--- config.mk ---
export PLATFORM = sky130hd
export DESIGN_NAME = round_timer_ctrl
export DESIGN_NICKNAME = d
export VERILOG_FILES = /design/src/rtl/game_pkg.sv /design/src/rtl/round_timer_ctrl_bin2bcd.sv /design/src/rtl/round_timer_ctrl.sv
export SDC_FILE = /design/constraint.sdc
export NUM_CORES = 1
export LEC_CHECK = 0
export CAP_MARGIN = 20
export CORE_ASPECT_RATIO = 0.75
export CORE_MARGIN = 3
export CORE_UTILIZATION = 40
export DETAILED_ROUTE_END_ITERATION = 6
export DONT_BUFFER_PORTS = 1
export PLACE_DENSITY = 0.65
export SETUP_SLACK_MARGIN = 0.02
export SYNTH_ARGS = -nofsm -noshare
export SYNTH_HDL_FRONTEND = slang
export SYNTH_HIERARCHICAL = 1
export SYNTH_SLANG_ARGS = --single-unit
--- constraint.sdc ---
create_clock -name clk_1H -period 4 [get_ports clk_1H]
set_input_delay 0.6 -clock clk_1H [delete_from_list [all_inputs] [get_ports clk_1H]]
set_output_delay 0.6 -clock clk_1H [all_outputs]
set_load 0.05 [all_outputs]
--- src/rtl/game_pkg.sv ---
// Shared types and default constants for the round sequencer and its display helpers.
package game_pkg;

    typedef enum logic [2:0] {
        IDLE      = 3'd0,
        RUN       = 3'd1,
        PAUSED    = 3'd2,
        ROUND_END = 3'd3,
        OVER      = 3'd4
    } state_e;

    localparam int ROUND_LEN_DEF  = 30;
    localparam int MAX_ROUNDS_DEF = 3;
    localparam int WARN_SECS_DEF  = 5;

    typedef logic [3:0] bcd_t;

endpackage

--- src/rtl/round_timer_ctrl_bin2bcd.sv ---
// Combinational 6-bit binary to two-digit BCD converter, shared with the score display.
module bin2bcd_6b
    import game_pkg::*;
(
    input  logic [5:0] bin_i,
    output logic [3:0] tens_o,
    output logic [3:0] ones_o
);

    assign tens_o = bcd_t'(bin_i / 6'd10);
    assign ones_o = bcd_t'(bin_i % 6'd10);

endmodule

--- src/rtl/round_timer_ctrl.sv ---
// Multi-round game sequencer driving the upstream seconds counter enables and a BCD countdown.
// Optional low-time blink output enabled by defining WARN_BLINK_EN.
module round_timer_ctrl
    import game_pkg::*;
#(
    parameter int ROUND_LEN  = ROUND_LEN_DEF,
    parameter int MAX_ROUNDS = MAX_ROUNDS_DEF,
    parameter int WARN_SECS  = WARN_SECS_DEF
)(
    input  logic       clk_1H,
    input  logic       reset,
    input  logic       start_btn,
    input  logic       pause_sw,
    input  logic [4:0] count_in,
    output logic       game_start,
    output logic       game_on,
    output logic [3:0] secs_tens,
    output logic [3:0] secs_ones,
    output logic [1:0] round_num,
    output logic       round_done,
    output logic       game_over,
    output logic       warn
);

    if (ROUND_LEN < 2 || ROUND_LEN > 31 || MAX_ROUNDS < 1 || MAX_ROUNDS > 4 ||
        WARN_SECS < 0 || WARN_SECS > ROUND_LEN) begin : g_bad_cfg
        $error("round_timer_ctrl: parameter out of range");
    end

    localparam logic [4:0] LAST_CNT = 5'(ROUND_LEN - 1);
    localparam logic [1:0] LAST_RND = 2'(MAX_ROUNDS - 1);
    localparam logic [5:0] RLEN6    = 6'(ROUND_LEN);

    state_e     state_q, state_d;
    logic       game_start_q, game_start_d;
    logic [1:0] round_q, round_d;
    logic       last_q, last_d;
    logic [5:0] remaining;

    always_ff @(posedge clk_1H or posedge reset) begin
        if (reset) begin
            state_q      <= IDLE;
            game_start_q <= 1'b0;
            round_q      <= 2'd0;
            last_q       <= 1'b0;
        end else begin
            state_q      <= state_d;
            game_start_q <= game_start_d;
            round_q      <= round_d;
            last_q       <= last_d;
        end
    end

    // round_num advances as the round closes so ROUND_END already shows the next round;
    // last_q remembers whether the round that just closed was the final one.
    always_comb begin
        state_d      = state_q;
        game_start_d = game_start_q;
        round_d      = round_q;
        last_d       = last_q;
        unique case (state_q)
            IDLE: begin
                if (start_btn) begin
                    state_d      = RUN;
                    game_start_d = 1'b1;
                end
            end
            RUN: begin
                if (count_in == LAST_CNT) begin
                    state_d = ROUND_END;
                    last_d  = (round_q == LAST_RND);
                    if (round_q != LAST_RND) begin
                        round_d = round_q + 2'd1;
                    end
                end else if (pause_sw) begin
                    state_d = PAUSED;
                end
            end
            PAUSED: begin
                if (!pause_sw) begin
                    state_d = RUN;
                end
            end
            ROUND_END: state_d = last_q ? OVER : IDLE;
            OVER:      state_d = OVER;
            default:   state_d = IDLE;
        endcase
    end

    assign game_start = game_start_q;
    assign game_on    = (state_q == RUN);
    assign round_done = (state_q == ROUND_END);
    assign game_over  = (state_q == OVER);
    assign round_num  = round_q;

    always_comb begin
        if (state_q == OVER || {1'b0, count_in} >= RLEN6) begin
            remaining = 6'd0;
        end else begin
            remaining = RLEN6 - {1'b0, count_in};
        end
    end

    bin2bcd_6b u_bcd (
        .bin_i  (remaining),
        .tens_o (secs_tens),
        .ones_o (secs_ones)
    );

`ifdef WARN_BLINK_EN
    // Phase flop rests at 1 outside the window so the first qualifying tick shows warn=1.
    logic warn_win;
    logic warn_ph_q, warn_ph_d;

    assign warn_win  = (state_q == RUN) && (remaining <= 6'(WARN_SECS));
    assign warn_ph_d = warn_win ? ~warn_ph_q : 1'b1;

    always_ff @(posedge clk_1H or posedge reset) begin
        if (reset) begin
            warn_ph_q <= 1'b1;
        end else begin
            warn_ph_q <= warn_ph_d;
        end
    end

    assign warn = warn_win & warn_ph_q;
`else
    assign warn = 1'b0;
`endif

endmodule

# Word level (Yosys, flattened, before mapping)
# Index checks and enable logic that the tools add are counted.
op_classes:
  n_addsub: 2
  div: 2
  n_lt_le_gt_ge: 1
  n_eq_ne: 10
  mux: 7
  n_reduce_logical: 6
op_table:
  columns: ["op", "n"]
  rows:
  - ["$mux 3", 5]
  - ["$pmux 3 s5", 1]
  - ["$div 6x4->6 const B", 1]
  - ["$eq 3x2->1 const B", 2]
  - ["$mod 6x4->6 const B", 1]
  - ["$mux 6", 1]
  - ["$ne 2x2->1 const B", 3]
  - ["$reduce_and 3->1", 2]
  - ["$sub 5x5->6 const A", 1]
  - ["$eq 5x5->1 const B", 1]
  - ["$ge 5x5->1 const B", 1]
  - ["$reduce_and 2->1", 2]
  - ["$eq 3x1->1 const B", 1]
  - ["$eq 3x3->1 const B", 1]
  - ["$logic_not 3->1", 1]
  - ["$ne 3x2->1 const B", 1]
  - ["$add 2x1->2 const B", 1]
  - ["$eq 2x2->1 const B", 1]
  - ["$logic_or 1x1->1", 1]
totals:
  regBits: 7
  inputBits: 9
  output_inout_bits: 15
  word_cells: 32

# Longest topological paths before layout
# Gate-level depths: netlist of the first run.
logic_depth:
  ltp_word: 4
  mapped_depth: 14
  depth_no_buf: 13

# By module
# Netlist of the first run, hierarchy kept.
by_module_without_submodules:
  columns: ["mod", "n_inst", "cells_per_inst", "area_per_inst_um2", "seq_area_each_um2"]
  rows:
  - ["round_timer_ctrl", 1, 54, 510.5, 175.2]
  - ["bin2bcd_6b", 1, 53, 346.6, 0.0]

# Worst setup path before layout of the first run
# No wires, ideal clock.
synth_path:
  path_kind: "reg-to-output"
  start: "reg state_q[1]"
  end: "out secs_ones[3]"
  t_arrival_ns: 3.443
  t_required_ns: 3.400
  path_slack_ns: -0.043
  path_stages_with_launch: 14
  n_path_buf: 3
  path_cell_list: "dfrtp_1 -> buf_2 -> nor3b_2 -> nand2b_1 -> nor2_1 -> buf_6 -> nand2b_1 -> buf_6 -> xnor2_1 -> o21ai_0 -> ha_1 -> nor3b_1 -> nor2_1 -> o211ai_1"
synth_via:
  elab_chain_cells: 4
synth_lines:
  columns: ["item", "line", "source"]
  rows:
  - ["start: declaration", "round_timer_ctrl.sv:34", "state_e state_q, state_d;"]
  - ["start signal: assignment", "round_timer_ctrl.sv:47", "state_q <= state_d;"]
  - ["$eq 3x3->1", null, null]
  - ["net game_over", "round_timer_ctrl.sv:21", "output logic game_over,"]
  - ["$logic_or 1x1->1", "round_timer_ctrl.sv:97", "if (state_q == OVER || {1'b0, count_in} >= RLEN6) begin"]
  - ["$mux 6", "round_timer_ctrl.sv:97", null]
  - ["net remaining[3]", "round_timer_ctrl.sv:38", "logic [5:0] remaining;"]
  - ["$mod 6x4->6", "round_timer_ctrl_bin2bcd.sv:11", "assign ones_o = bcd_t'(bin_i % 6'd10);"]
  - ["end: declaration", "round_timer_ctrl.sv:18", "output logic [3:0] secs_ones,"]
# The timed path passes the listed nets, and every way through them passes these cells.

# Final worst setup path of the first run
layout_path:
  start: "reg state_q[1]"
  end: "out secs_ones[2]"
layout_via:
  elab_chain_cells: 4
layout_lines:
  columns: ["item", "line"]
  rows:
  - ["$eq 3x3->1", "round_timer_ctrl.sv:97"]
  - ["$logic_or 1x1->1", "round_timer_ctrl.sv:97"]
  - ["$mux 6", "round_timer_ctrl.sv:97"]
  - ["net remaining[5]", "round_timer_ctrl.sv:38"]
  - ["$mod 6x4->6", "round_timer_ctrl_bin2bcd.sv:11"]
# The timed path passes the listed nets, and every way through them passes these cells.

==> summary.md, run 1 <==
| Metric | Value |
|---|---|
| Run status | `finished, final reports clean` |
| Placer Congestion | `between 0.8 and 0.9` |
| Compound-gate portion of the synthesized area | `between 10% and 20%` |
| Layout overhead on the synthesized area | `8.03%` |
| Area share of and/or/nand/nor cells after synthesis | `between 30% and 40%` |
| CTS Buf Count | `3` |
| Post-synthesis mux area share | `between 3 and 4%` |
| Pint | `205 uW` |
| Synthesized flop and latch total | `7` |
| PwrDens | `roughly 500 nW/um^2` |
| Slowest CP cell | `or3_1` |
| CP Class | `reg2out` |
| Final setup vio count | `0` |
| Pleak | `approximately 0.43 nW` |
| Critical path peak fanout | `9` |
| Netlist cell types | `41` |
| Setup Total Neg Slack | `0 ns` |
| Rel. slew slack | `a little over a third` |
| Root buf cell | `clkbuf_4` |
| Max-slew violations | `0` |
| Syn_nets | `around 120` |
| Syn Inst Count | `107` |
| Clock Skew | `0.00410 ns` |
| Maximum vdd drop | `around 460 uV` |
| Initial Util | `45.8%` |
| Global-route wire length before repair | `around 3000 microns` |
| CP arrival | `roughly 3.0 ns` |
| Core area | `~1900 sq um` |
| Adder-cell area share of the yosys netlist | `about 7.3%` |
| Postcts setup bufs | `0` |
| DRT Wirelength | `approximately 1700 microns` |
| Startpoint type of the worst setup path | `register` |
| # IOs | `24` |
| CP Capture Type | `output port` |
| Largest net degree at the start of global routing | `16` |
| Layout cell share with drive strength beyond 1 | `approximately 19%` |
| Min-delay worst type | `in2async` |
| Htree depth | `1` |
| Logic pwr share | `about 50%` |
| Vias | `730` |
| CTS resizes | `0` |
| Max_cap viols | `0` |
| GR Overflow Total | `0` |
| Area of the die | `around 2700 sq um` |
| Area of the multi-input gates | `592 sq um` |
| Period minus WS final | `around 3.6 ns` |
| Die X | `59.5 microns` |
| Unrepaired setup endpoints after global routing | `no` |
| Commonest non-fill, non-tap cell in the layout | `nor2_1` |
| Fin nets | `around 130` |
| Clock network fraction of design power | `approximately 14%` |
| Number of global-route vias before repair | `a little under 700` |
| Fmax achieved | `between 200 and 300 MHz` |
| Largest stage delay, worst path | `around 0.61 ns` |
| Synth Cell Area | `~860 sq um` |
| Most frequent cells in the layout | `13 x nor2_1, 10 x buf_4, 8 x inv_1` |
| Main synth FF type | `dfrtp_1` |
| Worst skew pair latency | `approximately 0.25 ns` |
| Antenna violations before repair | `0` |
| Reg area | `around 180 sq um` |
| TritonCTS clock tree | `yes` |
| Tot GR Track Use | `14.6%` |
| Worst path required time | `about 3.4 ns` |
| Net switching power figure | `~260 uW` |
| Clk slew on worst S/H paths | `~0.05 ns` |
| CTS max path bufs | `2` |
| Site row count | `13` |
| Ant. Diodes | `0` |
| Asr flop ratio synth | `100%` |
| Port Buffers | `0` |
| Switch share | `55.9%` |
| Post-synthesis xor/xnor area fraction | `6.13%` |
| DRT iter0 DRCs | `8` |
| Crit share post-route | `~90%` |
| Yosys warnings | `6` |
| Die Ht | `about 46 microns` |
| Main combinational cell family by area after synthesis | `simple AND/OR/NAND/NOR gates` |
| Final ANT Viol Nets | `0` |
| Syn Area/Cell | `about 8.0 sq um` |
| Number of synthesized flops with an enable pin | `0` |
| Total power | `roughly 470 uW` |
| CTS sink cnt | `7` |
| DRC | `0` |
| Critical path cell sequence | `nor3b_4 > nand2b_1 > nor3_1 > buf_4 > or2b_1 > o211ai_1 > o21ai_0 > ha_1 > a41oi_1 > or3_1` |
| Slew @ Worst Pin | `roughly 0.97 ns` |
| HPWL Detailed | `around 1400 microns` |
| # fillers | `around 180` |
| Final-report hold violation count | `0` |
| CTS Hold Buffers Added | `0` |
| DR pass1 iterations | `4` |
| Register area share after synthesis | `20.4%` |
| Via/cell ratio | `5.41` |
| Drt wl/cell | `approximately 13 microns` |
| Part of the power in registers | `between 30% and 40%` |
[synth_stat cells (2+ instances only)]
| cell | number | area share [%] |
|---|---|---|
| o211ai_1 | 2 | 1.8 |
| or2b_1 | 3 | 2.6 |
| nand2_1 | 6 | 2.6 |
| buf_6 | 3 | 3.9 |
| mux2i_1 | 2 | 2.3 |
| inv_1 | 8 | 3.5 |
| buf_4 | 3 | 2.6 |
| nor2_1 | 13 | 5.7 |
| dfrtp_1 | 7 | 20 |
| nor3_1 | 5 | 2.9 |
| o21ai_0 | 7 | 4.1 |
| conb_1 | 2 | 0.88 |
| ha_1 | 5 | 7.3 |
| a21oi_1 | 3 | 1.8 |
| xnor2_1 | 4 | 4.1 |
| a21o_1 | 2 | 1.8 |
| and2b_1 | 2 | 1.8 |
| nand3_1 | 2 | 1.2 |
| buf_2 | 2 | 1.2 |
| nand2b_1 | 4 | 2.9 |
| xor2_1 | 2 | 2.0 |
[final cells by class]
class	count	area share, %
flip-flops and latches	7	18.9
well taps	22	2.97
multi-input cells	84	63.9
repair buffers	10	8.11
clock buffers	4	2.84
inverters	8	3.24
[cell families (layout without fill, tap and decap cells)]
logic type / Yosys count / in the layout
simple gates: 45 / 45
compound gates: 23 / 23
buf+inv: 16 / 22
flops: 7 / 7
xor+xnor: 6 / 6
fa+ha+maj: 5 / 5
mux: 3 / 3
other cells: 2 / 2
[state kept, by name (all words and copies together) (netlist names)]
register    flops
last_q          1
game_start      1
round_num       2
state_q         3
[metal layers]
| layer | share of wire [%] | wire [microns] | global-route usage, % |
|---|---|---|---|
| met5 | 0 | 0 | 0 |
| met4 | 0.69 | 12 | 5.43 |
| met3 | 9.2 | 161 | 7.56 |
| met2 | 42 | 739 | 21.4 |
| met1 | 48 | 835 | 18.3 |
[per-stage QoR]
| step | hold slack (ns) | utilization, % | instance area [sq um] | setup slack [ns] | std cells |
|---|---|---|---|---|---|
| 6_report | 0.166 | 49.5 | 926 | 0.414 | 135 |
| 5_1_grt | 0.178 | 49.5 | 926 | 0.103 | 135 |
| 4_1_cts | 0.160 | 49.5 | 926 | 0.390 | 135 |
| 3_5_place_dp | 0.439 | 48.1 | 900 | 0.486 | 131 |
| 3_3_place_gp | 0.436 | 48.1 | 900 | 0.583 | 131 |
| 2_1_floorplan | 0.403 | - | 863 | 0.0798 | 107 |
[power by group through the flow]
stage               clock, mW  combinational [mW]  sequential (mW)
floorplan                   0               0.223            0.147
finish                 0.0644               0.234            0.167
detailed placement          0               0.235            0.168
global route           0.0733               0.256            0.171
global placement            0               0.230            0.165
CTS                    0.0677               0.235            0.166
[worst paths after layout]
kind / startpoint / cells past startpoint / slack [ns] / endpoint
setup / recovery: state_q[1]$_DFFE_PP0P_ / 10 / 0.41 / secs_ones[2]
hold / removal: reset / 1 / 0.17 / round_num[0]$_DFFE_PP0P_
setup reg to reg: state_q[0]$_DFFE_PP0P_ / 3 / 2.26 / state_q[2]$_DFFE_PP0P_
hold reg to reg: last_q$_DFFE_PP0P_ / 1 / 0.49 / state_q[2]$_DFFE_PP0P_
max in group asynchronous: reset / 1 / 3.61 / state_q[0]$_DFFE_PP0P_
min in group clk_1H: last_q$_DFFE_PP0P_ / 1 / 0.49 / state_q[2]$_DFFE_PP0P_
[critical path: cells and delay by family (launching register included)]
kind                       cells  cell delay (ns)
AOI/OAI and AO/OA              3             0.35
adders and majority gates      1             0.28
buffers and inverters          1             0.16
DFF                            1             0.51
and+or+nand+nor                5             1.45
Power figures use the tool's default switching activity.
==> inputs of run 2 (changes only) <==
- CORE_UTILIZATION: 40 -> 25
- PLACE_DENSITY: 0.65 -> 0.49
==> run 2 against run 1 <==
  * Critical path depth rose by 1
  * Die area rose by 52%
  * Non-clock buffer count did not move
  * Utilization fell by 18 points
  * Total power rose by 7.8%
  * Global-route usage fell by 5.1 points
  * Register-to-register slack got worse by 0.03 ns
  * Clock-buffer cell count did not move
  * Highest routed layer unchanged
==> summary.md, run 2 (synthesis gave the netlist of run 1 again) <==
| Metric | Value |
|---|---|
| Area of the die | `~4200 sq um` |
| Fin cells | `~150` |
| Clock Skew | `0.00214 ns` |
| DR pass1 iterations | `4` |
| DR top layer | `met4` |
| Maximum vdd drop | `~150 uV` |
| CTS Hold Buffers Added | `0` |
| Reg area | `between 150 and 200 sq um` |
| Via/cell ratio | `between 4 and 5` |
| Final ANT Viol Nets | `0` |
| Ant. Diodes | `0` |
| CP arrival | `approximately 3 ns` |
| Pleak | `roughly 0.44 nW` |
| Reg-to-reg setup timing slack | `2.23 ns` |
| Postcts setup bufs | `0` |
| Commonest non-fill, non-tap cell in the layout | `nor2_1` |
| HPWL Detailed | `1530 microns` |
| Tot GR Track Use | `9.53%` |
| Max-slew violations | `0` |
| Run status | `finished, final reports clean` |
| Biggest register | `state_q` |
| CTS resizes | `0` |
| Root buf cell | `clkbuf_8` |
| Number of global-route vias before repair | `approximately 670` |
| Fmax achieved | `~280 MHz` |
| Reg-to-reg endpoint | `state_q[1]$_DFFE_PP0P_` |
| Worst skew pair latency | `roughly 0.22 ns` |
| Final-report hold violation count | `0` |
| Most frequent cells in the layout | `13 x nor2_1, 10 x buf_4, 8 x inv_1` |
| DRT Wirelength | `about 1900 microns` |
| PwrDens | `between 500 and 600 nW/um^2` |
| WL met1 | `between 900 and 1000 microns` |
| Period minus WS final | `between 3 and 4 ns` |
| Clk slew on worst S/H paths | `around 0.040 ns` |
| Critical path peak fanout | `5` |
| Initial Util | `around 28%` |
| Setup Total Neg Slack | `0 ns` |
| Worst path required time | `3.40 ns` |
| Min-delay worst type | `in2async` |
| RR Startpoint | `state_q[0]$_DFFE_PP0P_` |
| Setup slack after placement | `0.383 ns` |
| Vias | `740` |
| Die Ht | `roughly 57 microns` |
| Layout cell share with drive strength beyond 1 | `a little under a fifth` |
| Port Buffers | `0` |
| Htree depth | `1` |
| Slew @ Worst Pin | `around 0.97 ns` |
| Fin nets | `between 100 and 150` |
| DRC | `0` |
| # fillers | `around 330` |
| Total power | `~500 uW` |
| CP Capture Type | `output port` |
| Antenna violations before repair | `0` |
| CP Class | `in2out` |
| GR Overflow Total | `0` |
| Rel. slew slack | `between 30% and 40%` |
| TritonCTS clock tree | `yes` |
| Layout overhead on the synthesized area | `12.6%` |
| R2R depth | `3` |
| Site row count | `17` |
| Die X | `73.6 microns` |
| CTS sink cnt | `7` |
| Max FFs per register | `3` |
| Crit share post-route | `~90%` |
| Drt wl/cell | `between 10 and 15 microns` |
| Max_cap viols | `0` |
| CTS Buf Count | `3` |
| Area of the multi-input gates | `around 600 sq um` |
| Placed cell count | `about 150` |
| Final worst slack | `~0.39 ns` |
| Core area | `just over 3000 sq um` |
| Startpoint type of the worst setup path | `input port` |
| Final setup vio count | `0` |
| Placer Congestion | `approximately 0.76` |
| Global-route wire length before repair | `just over 3000 microns` |
| DRT iter0 DRCs | `18` |
| Unrepaired setup endpoints after global routing | `no` |
| # IOs | `24` |
| CTS max path bufs | `2` |
| Largest net degree at the start of global routing | `12` |
| Met2 WL | `around 780 microns` |
| DR WL met3 | `between 100 and 150 microns` |
-- run 2: cell types whose count changed in the layout (fill, tap and decap cells not counted) --
| cell | previous run | this run |
|---|---|---|
| clkbuf_4 | 3 | 0 |
| clkbuf_8 | 0 | 3 |
-- run 2: area by class of cell --
type	count	share of cell area, %
well taps	38	4.93
flip-flops and latches	7	18.2
repair buffers	10	7.78
inverters	8	3.11
multi-input cells	84	61.3
clock buffers	4	4.67
-- run 2: worst max-delay path by stage --
stage	cells past startpoint	start	end	slack, ns
CTS	13	count_in[0]	secs_ones[3]	0.37
global placement	11	count_in[0]	secs_ones[2]	0.40
finish	11	count_in[0]	secs_ones[2]	0.39
global route	13	count_in[0]	secs_ones[3]	0.08
detailed placement	13	count_in[0]	secs_ones[3]	0.38
floorplan	12	count_in[0]	secs_ones[3]	0.08
-- run 2: where the power goes --
group	total [mW]	switching [mW]	leakage, nW	internal [mW]
logic	0.235	0.162	0.333	0.0730
registers	0.167	0.0730	0.0820	0.0944
clock network	0.0988	0.0299	0.0228	0.0689
-- run 2: routing by layer --
metal | up-vias | track usage (%)
met4 | 0 | 3.88
met2 | 30 | 14.0
met1 | 334 | 12.2
met3 | 2 | 3.76
met5 | - | 0
li1 | 374 | -
-- run 2: per-stage QoR --
stage	hold WS, ns	area [sq um]	util [%]
5_1_grt	0.217	965	31.1
3_5_place_dp	0.448	920	29.6
6_report	0.200	965	31.1
4_1_cts	0.210	965	31.1
3_3_place_gp	0.434	920	29.6
2_1_floorplan	0.403	863	-
-- run 2: worst max-delay path, stage by stage --
cell and delay (ns):
ha_1 0.22, o2111ai_1 0.21, nand2b_1 0.15, nor3_1 0.35
and2b_1 0.21, nand2_1 0.10, o211ai_1 0.10, o21ai_0 0.11
ha_1 0.32, a41oi_1 0.04, or3_1 0.61
==> inputs of run 3 (changes only) <==
- GPL_TIMING_DRIVEN: not set -> 0
- SKIP_CTS_REPAIR_TIMING: not set -> 1
==> run 3 against run 2 <==
  * The run now ends with negative setup slack left
  * Sequential share of layout area shrank 1.6 points
  * Clock power up 0.6%
  * Via count down 1.2%
  * Combinational power up 19%
  * Clock-buffer cell count unchanged
  * Design area increased by 9.3%
  * Non-clock buffer count grew 5
  * Fmax shrank 12%
  * Setup slack worse by 0.49 ns
==> summary.md, run 3 (synthesis gave the netlist of run 1 again) <==
| Metric | Value |
|---|---|
| CP arrival | `3.50 ns` |
| Failing checks | `negative setup slack` |
| Area of the die | `between 4000 and 5000 sq um` |
| HPWL Detailed | `~1500 microns` |
| Worst setup path endpoint | `secs_ones[3]` |
| DRT Wirelength | `approximately 2000 microns` |
| Final worst slack | `-0.0999 ns` |
| Final Cell Area | `about 1100 sq um` |
| Most frequent cells in the layout | `12 x nor2_1, 10 x buf_4, 8 x inv_1` |
| Pleak | `slightly below 0.5 nW` |
| Layout overhead on the synthesized area | `23.1%` |
| R2R depth | `5` |
| Period minus WS final | `4.10 ns` |
| Met1 usage in global routing | `approximately 14%` |
| CTS max path bufs | `2` |
| DR pass1 iterations | `4` |
| Run status | `finished with violations` |
| Drt wl/cell | `about 13 microns` |
| Net switching power figure | `273 uW` |
| Initial Util | `27.6%` |
| Pint | `257 uW` |
| Maximum vdd drop | `270 uV` |
| Most Crowded Layer GR | `met1` |
| Antenna violations before repair | `0` |
| Final-report hold violation count | `0` |
| Layout cell share with drive strength beyond 1 | `28.8%` |
| TritonCTS clock tree | `yes` |
| Fmax achieved | `244 MHz` |
| PwrDens | `around 500 nW/um^2` |
| Part of the power in registers | `28.7%` |
| Max FFs per register | `3` |
| Die Ht | `around 57 microns` |
| Placer Congestion | `approximately 0.79` |
| Global Route met3 Usage | `between 4 and 5%` |
| Clock network fraction of design power | `a little under a fifth` |
| GR Overflow Total | `0` |
| Logic pwr share | `52.5%` |
| Hold_ws | `just under 0.2 ns` |
| Tot GR Track Use | `about a tenth` |
| Worst skew pair latency | `roughly 0.23 ns` |
| Fin nets | `between 100 and 150` |
| Reg-to-reg setup timing slack | `about 2.2 ns` |
| # IOs | `24` |
| Reg-to-reg endpoint | `state_q[1]$_DFFE_PP0P_` |
| Clock Skew | `~0.005 ns` |
| CP Capture Type | `output port` |
| Number of global-route vias before repair | `between 600 and 700` |
| CTS Buf Count | `3` |
| Max-slew violations | `0` |
| Global-route wire length before repair | `around 3200 microns` |
| Port Buffers | `0` |
| CTS sink cnt | `7` |
| DP Area | `slightly above 900 sq um` |
| Die X | `~74 microns` |
| DRT iter0 DRCs | `56` |
| GR Layer Usage met2 | `about an eighth` |
| Unrepaired setup endpoints after global routing | `yes` |
| Clk slew on worst S/H paths | `~0.040 ns` |
| Critical path peak fanout | `7` |
| Min-delay worst type | `in2async` |
| Worst path required time | `about 3.4 ns` |
| Root buf cell | `clkbuf_8` |
| Vias | `about 730` |
| Setup slack after placement | `-0.248 ns` |
| Largest net degree at the start of global routing | `11` |
| CP Class | `reg2out` |
| # fillers | `roughly 320` |
| Slew @ Worst Pin | `slightly above 1 ns` |
| Via/cell ratio | `~4.7` |
| Crit share post-route | `102%` |
| DRC | `0` |
| Final setup vio count | `1` |
| Final ANT Viol Nets | `0` |
| Biggest register | `state_q` |
| Htree depth | `1` |
| Startpoint type of the worst setup path | `register` |
| Core area | `about 3100 sq um` |
| Commonest non-fill, non-tap cell in the layout | `nor2_1` |
| Rel. slew slack | `between 30% and 40%` |
| Ant. Diodes | `0` |
| Max_cap viols | `0` |
| Site row count | `17` |
| Switch share | `between 50% and 60%` |
| CP Launch Point | `state_q[1]$_DFFE_PP0P_` |
| RR Startpoint | `state_q[1]$_DFFE_PP0P_` |
-- run 3: changes by cell type in the layout (fill, tap and decap cells not counted), sizes merged --
cell  delta
buf      +5
-- run 3: metal layers --
layer | routed length (microns) | share of wire (%) | vias to the layer above
met5 | 0 | 0 | -
met4 | 14 | 0.72 | 0
met3 | 130 | 6.6 | 2
met1 | 1010 | 51 | 326
met2 | 805 | 41 | 17
li1 | - | - | 386
-- run 3: metrics by stage --
step / instances / power [mW] / TNS (ns) / utilization, %
floorplan: 107 / 0.370 / 0 / -
global placement: 145 / 0.396 / -0.195 / 29.3
detailed placement: 145 / 0.403 / -0.248 / 29.3
CTS: 149 / 0.506 / -0.351 / 30.8
global route: 156 / 0.567 / -0.294 / 34.0
finish: 156 / 0.531 / -0.0999 / 34.0
-- run 3: worst min-delay path by stage --
stage | start | endpoint | slack, ns
after floorplan | reset | game_start$_DFFE_PP0P_ | 0.40
after global placement | reset | round_num[0]$_DFFE_PP0P_ | 0.44
after detailed placement | reset | round_num[0]$_DFFE_PP0P_ | 0.45
after CTS | reset | game_start$_DFFE_PP0P_ | 0.21
after global routing | reset | game_start$_DFFE_PP0P_ | 0.22
final | reset | game_start$_DFFE_PP0P_ | 0.20
-- run 3: worst max-delay path: stages, from the launching register on --
cell	delay [ns]
dfrtp_1	0.36
buf_6	0.12
nor3b_4	0.61
nand2b_4	0.28
nor2_2	0.05
buf_6	0.13
nand2b_4	0.13
buf_6	0.14
xnor2_2	0.13
o21ai_1	0.09
ha_2	0.22
nor3b_2	0.15
nor2_1	0.06
o211ai_1	0.81
-- run 3: area by class of cell --
cell class              instances  area [sq um]  area share, %
plain buffers                   8          72.6           6.88
multi-input cells              84           632           59.9
repair buffers                  7          52.6           4.98
clock buffers                   4          45.0           4.27
inverters                       8          30.0           2.85
flip-flops and latches          7           175           16.6
well taps                      38          47.5           4.51
-- run 3: power by group through the flow --
stage          registers (mW)  logic, mW  clock network, mW
6_report                0.152      0.279             0.0994
3_5_place_dp            0.152      0.251                  0
4_1_cts                 0.152      0.252              0.102
2_1_floorplan           0.147      0.223                  0
5_1_grt                 0.156      0.303              0.108
3_3_place_gp            0.152      0.245                  0
